$ cat src/rtl/exchange_control.sv
// Replica-exchange initiator: snapshots replica distances, evaluates the Metropolis
// exchange criterion for alternating neighbour pairs, then issues one PREV/FOLW/NOP command vector.
module exchange_control #(
    parameter int unsigned N_REPLICA = 32,
    parameter int unsigned DATA_W    = 27,
    parameter int unsigned DBETA     = 1
) (
    input  logic                          clk,
    input  logic                          reset,
    input  logic                          exchange_start,
    input  logic [N_REPLICA*DATA_W-1:0]   distance,
    input  logic [31:0]                   nlog_r,
    output logic                          random_ready,
    output logic                          busy,
    output logic [N_REPLICA*2-1:0]        command,
    output logic                          command_valid,
    output logic                          parity,
    output logic [15:0]                   exchange_count
);

    localparam int unsigned IDX_W = (N_REPLICA > 1) ? $clog2(N_REPLICA) : 1;
    localparam int unsigned K_W   = $clog2(N_REPLICA + 3) + 1;
    localparam int unsigned ARG_W = DATA_W + 18;
    localparam int unsigned SUM_W = ((ARG_W > 33) ? ARG_W : 33) + 1;

    localparam logic [1:0] CMD_NOP  = 2'd0;
    localparam logic [1:0] CMD_PREV = 2'd1;
    localparam logic [1:0] CMD_FOLW = 2'd2;

    typedef enum logic [1:0] {
        ST_IDLE  = 2'd0,
        ST_SCAN  = 2'd1,
        ST_ISSUE = 2'd2
    } state_e;

    state_e                  state_q, state_d;
    logic [K_W-1:0]          k_q, k_d;
    logic [DATA_W-1:0]       snap_q [N_REPLICA];
    logic [DATA_W-1:0]       snap_d [N_REPLICA];
    logic [N_REPLICA-1:0]    accept_q, accept_d;
    logic                    parity_q, parity_d;
    logic [15:0]             count_q, count_d;
    logic                    random_ready_q, random_ready_d;
    logic                    busy_q, busy_d;
    logic                    command_valid_q, command_valid_d;
    logic [N_REPLICA*2-1:0]  command_q, command_d;

    logic [DATA_W-1:0]       e_lo, e_hi;
    logic signed [DATA_W:0]  d_e;
    logic signed [ARG_W-1:0] arg;
    logic signed [SUM_W-1:0] arg_plus_r;
    logic                    pair_accept;
    logic [16:0]             count_sum;

    // Exchange criterion for the pair currently addressed by k, with unsigned energies widened before subtracting
    always_comb begin
        e_lo        = snap_q[IDX_W'(k_q)];
        e_hi        = snap_q[IDX_W'(k_q + K_W'(1))];
        d_e         = $signed({1'b0, e_hi}) - $signed({1'b0, e_lo});
        arg         = ARG_W'(d_e) * $signed(ARG_W'(DBETA));
        arg_plus_r  = SUM_W'(arg) + $signed(SUM_W'(nlog_r));
        pair_accept = !arg[ARG_W-1] || !arg_plus_r[SUM_W-1];
    end

    always_comb begin
        state_d   = state_q;
        k_d       = k_q;
        snap_d    = snap_q;
        accept_d  = accept_q;
        parity_d  = parity_q;
        count_d   = count_q;
        count_sum = 17'(count_q);

        case (state_q)
            ST_IDLE: begin
                if (exchange_start) begin
                    for (int unsigned i = 0; i < N_REPLICA; i++) begin
                        snap_d[i] = distance[i*DATA_W +: DATA_W];
                    end
                    k_d      = K_W'(parity_q);
                    accept_d = '0;
                    state_d  = ((K_W'(parity_q) + K_W'(1)) >= K_W'(N_REPLICA)) ? ST_ISSUE : ST_SCAN;
                end
            end
            ST_SCAN: begin
                accept_d[IDX_W'(k_q)] = pair_accept;
                k_d = k_q + K_W'(2);
                if ((k_q + K_W'(3)) >= K_W'(N_REPLICA)) begin
                    state_d = ST_ISSUE;
                end
            end
            ST_ISSUE: begin
                for (int unsigned i = 0; i < N_REPLICA; i++) begin
                    count_sum = count_sum + 17'(accept_q[i]);
                end
                count_d  = count_sum[16] ? 16'hFFFF : count_sum[15:0];
                parity_d = ~parity_q;
                state_d  = ST_IDLE;
            end
            default: begin
                state_d = ST_IDLE;
            end
        endcase

        random_ready_d  = (state_d == ST_SCAN);
        busy_d          = (state_d != ST_IDLE);
        command_valid_d = (state_d == ST_ISSUE);

        // Command is built from the final accept bits so the last scanned pair lands in the issue cycle
        command_d = '0;
        if (command_valid_d) begin
            for (int unsigned i = 0; i + 1 < N_REPLICA; i++) begin
                if (accept_d[i]) begin
                    command_d[2*i +: 2]     = CMD_FOLW;
                    command_d[2*i + 2 +: 2] = CMD_PREV;
                end
            end
        end
    end

    always_ff @(posedge clk) begin
        if (reset) begin
            state_q         <= ST_IDLE;
            k_q             <= '0;
            snap_q          <= '{default: '0};
            accept_q        <= '0;
            parity_q        <= 1'b0;
            count_q         <= '0;
            random_ready_q  <= 1'b0;
            busy_q          <= 1'b0;
            command_valid_q <= 1'b0;
            command_q       <= {N_REPLICA{CMD_NOP}};
        end else begin
            state_q         <= state_d;
            k_q             <= k_d;
            snap_q          <= snap_d;
            accept_q        <= accept_d;
            parity_q        <= parity_d;
            count_q         <= count_d;
            random_ready_q  <= random_ready_d;
            busy_q          <= busy_d;
            command_valid_q <= command_valid_d;
            command_q       <= command_d;
        end
    end

    assign random_ready   = random_ready_q;
    assign busy           = busy_q;
    assign command        = command_q;
    assign command_valid  = command_valid_q;
    assign parity         = parity_q;
    assign exchange_count = count_q;

endmodule
$ cat config.mk
export PLATFORM = sky130hd
export DESIGN_NAME = exchange_control
export DESIGN_NICKNAME = d
export VERILOG_FILES = /design/src/rtl/exchange_control.sv
export SDC_FILE = /design/constraint.sdc
export NUM_CORES = 2
export LEC_CHECK = 0
export ABC_CLOCK_PERIOD_IN_PS = 9400
export BUFFER_PORTS_ARGS = -buffer_cell sky130_fd_sc_hd__clkbuf_2
export CORE_AREA = 4 4 383 385
export DETAILED_ROUTE_END_ITERATION = 7
export DIE_AREA = 0 0 387 389
export HOLD_SLACK_MARGIN = 0.02
export SETUP_SLACK_MARGIN = 0.3
export SYNTH_ARGS = -nofsm -noshare
export SYNTH_HDL_FRONTEND = slang
export SYNTH_SLANG_ARGS = --single-unit
$ cat constraint.sdc
create_clock -name clk -period 9.4 [get_ports clk]
set_input_delay 1.41 -clock clk [delete_from_list [all_inputs] [get_ports clk]]
set_output_delay 1.41 -clock clk [all_outputs]
set_load 0.005 [all_outputs]
# Word-level counts from Yosys, hierarchy flattened

Cells that the tools add are included.

Logic and storage cells: 190
Register bits after elaboration: 989
Output and inout port bits: 84

Bitwise gates (word level): 4
Mux-type cells: 75
Add/sub/neg operators: 38
Magnitude comparators: 6
Reduce and logical (&&, ||, !) cells: 15
Eq/ne operators: 5

Operators by type and width:

| kind                                                 | number |
|---|---|
| adder 17 x 1 -> 17 bit                               | 31 |
| binary-select mux 27 bit (select 5 bit)              | 2 |
| 2-to-1 mux 27 bit                                    | 4 |
| 2-to-1 mux 4 bit                                     | 26 |
| 2-to-1 mux 3 bit                                     | 31 |
| case mux 32 bit (2 select lines)                     | 1 |
| adder 28 x 33 -> 34 bit                              | 1 |
| bitwise mux 32 bit                                   | 1 |
| 2-to-1 mux 32 bit                                    | 1 |
| subtractor 27 x 27 -> 28 bit                         | 1 |
| adder 16 x 1 -> 17 bit                               | 1 |
| 2-to-1 mux 16 bit                                    | 1 |
| OR reduction 3 bit                                   | 5 |
| adder 7 x 2 -> 7 bit (second input constant)         | 2 |
| case mux 7 bit (2 select lines)                      | 1 |
| >= comparator 6 bit (second input constant)          | 2 |
| NOT 5 -> 6 bit                                       | 2 |
| >= comparator 7 x 6 -> 1 bit (second input constant) | 1 |
| 2-to-1 mux 7 bit                                     | 1 |
| >= comparator 2 x 6 -> 1 bit (second input constant) | 1 |
| < comparator 5 x 6 -> 1 bit (second input constant)  | 1 |
| 2-to-1 mux 2 bit                                     | 3 |
| adder 5 x 1 -> 5 bit (second input constant)         | 1 |
| demux 1 bit (select 5 bit)                           | 1 |
| other kinds (15)                                     | 21 |

# Logic depth before layout (Yosys ltp)

Depth in word-level cells: 68
Gate-level depth with buffers: 34
Gate-level depth less buffers: 25

# Worst setup path after synthesis

OpenSTA, ideal clock, no wires.

Path kind: register -> register
From: reg k_q[0]
To: reg command_q[10], in the netlist command[10]
Setup slack: 1641 ps
Stages on the path, launching flop included: 33
Arrival: 7684 ps
Setup time: 75 ps
Required time: 9325 ps
Path through: dfxtp_1 > buf_2 > buf_2 > buf_1 > buf_2 > buf_2 > inv_1 > ha_1 > buf_2 > buf_1 > clkbuf_1 > mux4_2 > mux4_2 > mux2_2 > fa_1 > a21o_1 > a221o_1 > nand4_1 > nand3_1 > nand3_1 > a2111oi_0 > nor3_1 > xnor2_1 > ha_1 > a21o_1 > a21o_1 > a221oi_1 > nand3_1 > o31ai_2 > o311a_4 > buf_6 > o31a_1 > nor3b_2

Longest elaborated chain between the ends: 15

Ends and longest elaborated chain:

| element                                              | line | RTL |
|---|---|---|
| from (decl)                                          | 37   | `logic [K_W-1:0] k_q, k_d;` |
| from (signal assigned)                               | 135  | `k_q <= k_d;` |
| adder 5 x 1 -> 5 bit                                 | 58   | `e_hi = snap_q[IDX_W'(k_q + K_W'(1))];` |
| NOT 5 -> 6 bit (implied by the code)                 | 58   |  |
| binary-select mux 27 bit (select 5 bit)              | 58   |  |
| 2-to-1 mux 27 bit (implied by the code) (2 in a row) | 58   |  |
| subtractor 27 x 27 -> 28 bit                         | 59   | `d_e = $signed({1'b0, e_hi}) - $signed({1'b0, e_lo});` |
| adder 28 x 33 -> 34 bit                              | 61   | `arg_plus_r = SUM_W'(arg) + $signed(SUM_W'(nlog_r));` |
| logical NOT 1 bit                                    | 62   | `pair_accept = !arg[ARG_W-1] \|\| !arg_plus_r[SUM_W-1];` |
| logical OR 1 bit                                     | 62   |  |
| bitwise mux 32 bit                                   | 86   | `accept_d[IDX_W'(k_q)] = pair_accept;` |
| case mux 32 bit (2 select lines)                     | 74   | `case (state_q)` |
| 2-to-1 mux 3 bit                                     | 113  | `if (accept_d[i]) begin` |
| 2-to-1 mux 4 bit                                     | 111  | `if (command_valid_d) begin` |
| 2-to-1 mux 3 bit                                     | 113  |  |
| 2-to-1 mux 4 bit                                     | 111  |  |
| to (signal assigned)                                 | 132  | `command_q <= {N_REPLICA{CMD_NOP}};` |
| to (signal assigned)                                 | 143  | `command_q <= command_d;` |
| to (decl)                                            | 46   | `logic [N_REPLICA*2-1:0] command_q, command_d;` |

Several ways; a longest one is shown, not always the timed one. The select of a mux whose other input is x is not followed.
A chain may end at the register's enable or synchronous reset.

# Worst setup path after layout

From: reg k_q[0]
To: reg command_q[56], in the netlist command[56]

Longest elaborated chain between the ends: 12

Ends and longest elaborated chain:

| element                                                                        | line |
|---|---|
| adder 5 x 1 -> 5 bit                                                           | 58 |
| NOT 5 -> 6 bit (implied by the code)                                           | 58 |
| binary-select mux 27 bit (select 5 bit)                                        | 58 |
| 2-to-1 mux 27 bit (implied by the code) (2 in a row)                           | 58 |
| subtractor 27 x 27 -> 28 bit                                                   | 59 |
| adder 28 x 33 -> 34 bit                                                        | 61 |
| logical NOT 1 bit                                                              | 62 |
| logical OR 1 bit                                                               | 62 |
| bitwise mux 32 bit                                                             | 86 |
| case mux 32 bit (2 select lines)                                               | 74 |
| OR reduction 3 bit (no source line) / 2-to-1 mux 3 bit (equally long branches) | - |

Several ways; a longest one is shown, not always the timed one. The select of a mux whose other input is x is not followed.

==> summary.md <==
| Metric | Value |
|---|---|
| Synth unique cells | 71 |
| Final Hold Viols | 0 |
| Port Buffers | 980 |
| Grt met1 use | 41.9% |
| GRT Total Usage | about 32% |
| Post-synthesis sequential area ratio | approximately two fifths |
| Core area | between 100000 and 150000 sq um |
| Nets | 7046 |
| Antenna violations before repair | 93 |
| Via density | 5.81 |
| Routing usage on met3 | between 10% and 20% |
| LEAKAGE | ~23 nW |
| Setup Skew | 0.0618 ns |
| Async SR Flop Fraction | 0% |
| Design Area, Final | roughly 60000 sq um |
| Min-delay src | snap_q[11]$_SDFFE_PP0P_ |
| CTS tree | built |
| Non-Filler Instances | 8083 |
| Total chip power | 11.3 mW |
| EDFF count, synth | 0 |
| Highest-count cells in the layout ignoring fill and taps | nand2_1 (1757), dfxtp_1 (984), clkbuf_2 (979) |
| RSZ-0062 raised after global routing | no |
| Core Rows | 139 |
| Maxcap violations | 0 |
| Tmin final | 7.96 ns |
| Final setup fails | 0 |
| Clk_lat worst skew | roughly 0.76 ns |
| RR Startpoint | k_q[0]$_SDFFE_PP0P_ |
| Post-synthesis cell count | 5349 |
| Storage cell area | 19700 sq um |
| Via count | 47000 |
| Area Growth Syn to Fin | 20.8% |
| I/O pins | 983 |
| Routed WL | 255000 um |
| Overall die height | a little under 400 um |
| WP data arrival | 8.63 ns |
| Final global-route overflow total | 0 |
| Layout cells sized above 1 | 29.5% |
| YS warnings | 0 |
| Met2 GRT Util | a little under half |
| Pint | 8.00 mW |
| WL per Instance | 31.5 um |
| Setup bufs post-CTS | 0 |
| Worst-Margin Slew | 1.23 ns |
| Post-CTS Hold Buffers | 0 |
| VDD IR-drop max | about 0.16 mV |
| Die width | 387 um |
| GPL Wtd Cong | roughly 1.0 |
| Syn_area_per_cell | 9.28 sq um |
| First-pass GRT wire length | 344000 um |
| Most used DFF post-synth | dfxtp_1 |
| Clock root cell | clkbuf_16 |
| Resized Gates After CTS | 0 |
| CTS max path bufs | 3 |
| Post-DP Area | 55800 sq um |
| Nature of the critical path endpoint | register |
| Clk pwr share | ~43% |
| Iteration-0 DRC count of the detailed router | roughly 5700 |
| FMAX | 126 MHz |
| Dpl hpwl | just over 200000 um |
| Max-slew violation count | 0 |
| Sw Pwr | 3.27 mW |
| Pre-antenna DRT Iters | 6 |
| Clock sink count | 986 |
| Layout fillers | around 14000 |
| Worst rel slew slack | 18.2% |
| Combinational power share | 15.8% |
| Hold Path Class | reg -> reg |
| Cell area after synthesis | about 50000 sq um |
| Setup TNS | 0 ns |
| H-tree depth | 3 |
| Critical Path Start Type | register |
| Vias in the first global route | 43900 |
| Most common cell after layout, fill and taps aside | nand2_1 |
| Dpl cells | 7833 |
| CP max FO | 32 |
| Worst Setup Path Type | reg -> reg |
| Die area | roughly 150000 sq um |
| Critical Path Start | k_q[0]$_SDFFE_PP0P_ |
| Gr busiest metal | met2 |
| Largest net degree at the start of global routing | 222 |
| Worst Path Required | 10.07 ns |
| Drt drc | 0 |
| Final worst-path cycle share | ~85% |
| Multi-input logic area | ~28000 sq um |
| Sw Ratio | 29.0% |
| Reg clk slew, reported paths | roughly 0.07 ns |
| Starting Density | 34.7% |
| Pwr dens | 188 nW/um^2 |
| Routed Antenna Nets | 0 |
| Num CTS Buffers | 109 |
| Power share of the sequential group | between 40% and 50% |
| Synth Register Bits | 986 |
| Status | complete, no violations |
==> cell usage after synthesis, types with 26 or more instances <==
cell      number  area, sq um
buf_1         59          221
a22oi_1       59          443
nand2_1     1758         6600
nor3b_2       29          363
nor2_1       105          394
fa_1          27          541
and3_1        30          188
dfxtp_1      986        19700
buf_2         35          175
ha_1          79          988
a221oi_1      26          228
o31a_1        30          263
a21oi_1      943         4720
inv_1         42          158
mux4_2       486        10900
o21ai_0       45          225
clkbuf_1     349         1310
mux2_2        26          293
==> critical path, cell delays in order, from the launching register on <==
cell and delay [ns]:
dfxtp_4 0.56, inv_1 0.19, ha_4 0.72, buf_4 0.46, mux4_2 0.37, mux4_2 0.58, mux2_2 0.31, ha_1 0.38
a21oi_1 0.09, o21ai_0 0.32, a22oi_1 0.18, nand3_1 0.16, nand3_1 0.13, a2111oi_0 0.59, nor3_1 0.15, xnor2_1 0.26
ha_1 0.30, a21o_1 0.16, a21o_1 0.17, a221oi_1 0.31, nand3_1 0.13, o31ai_2 0.28, o311a_4 0.50, o31a_1 0.29
nor3b_2 0.21
==> routing by layer <==
metal | vias up | share of wire (%)
met5 | - | 0.24
met4 | 96 | 6.4
met3 | 607 | 11
met2 | 2669 | 43
met1 | 23300 | 40
li1 | 20300 | -
==> area by class of cell <==
class                           instances  share of cell area (%)
Inverter                               42                   0.263
Timing Repair Buffer                 1038                    9.20
Multi-Input combinational cell       3864                    46.7
Sequential cell                       986                    32.9
Tap cell                             1903                    3.97
Clock buffer                          153                    5.40
Antenna cell                           47                   0.196
Clock inverter                         50                    1.35
==> per-stage QoR <==
step	setup WS, ns	utilization (%)	hold WS [ns]
finish	1.44	41.9	0.463
global route	0.866	41.8	0.481
CTS	1.48	41.8	0.464
detailed placement	1.55	39.0	0.456
global placement	1.50	39.0	0.448
floorplan	1.64	-	0.443
==> worst paths after layout <==
kind	to	cells after the start	slack, ns
worst max-delay path	command[56]$_SDFF_PP0_	24	1.44
worst min-delay path	snap_q[11]$_SDFFE_PP0P_	2	0.46
worst max register to register	command[56]$_SDFF_PP0_	24	1.44
worst min register to register	snap_q[11]$_SDFFE_PP0P_	2	0.46
==> registers in the layout, indices dropped and copies added (netlist names) <==
| name | flops |
|---|---|
| command_valid | 1 |
| busy | 1 |
| state_q | 2 |
| exchange_count | 16 |
| parity | 1 |
| k_q | 7 |
| snap_q | 864 |
| accept_q | 32 |
| random_ready | 1 |
| command | 61 |
==> power by group through the flow <==
stage / Sequential [mW] / Combinational [mW] / Clock (mW)
floorplan: 4.58 / 1.06 / 0
global placement: 4.71 / 1.74 / 0
detailed placement: 4.72 / 1.76 / 0
CTS: 4.63 / 1.77 / 4.88
global route: 4.65 / 1.90 / 5.03
finish: 4.65 / 1.78 / 4.84
==> logic make-up (layout without fill, tap and decap cells) <==
family | Yosys count | after routing | synth area share, %
and+or+nand+nor | 2000 | 2000 | 16.2
AOI/OAI and AO/OA | 1205 | 1205 | 13.6
DFF | 986 | 986 | 39.8
muxes | 516 | 516 | 22.7
buffers and inverters | 500 | 1283 | 4.04
adders and majority gates | 106 | 106 | 3.08
xor gates and xnor gates | 35 | 35 | 0.618
other | 1 | 49 | 0.00756
Note: power is estimated with default switching activity, not from simulation.
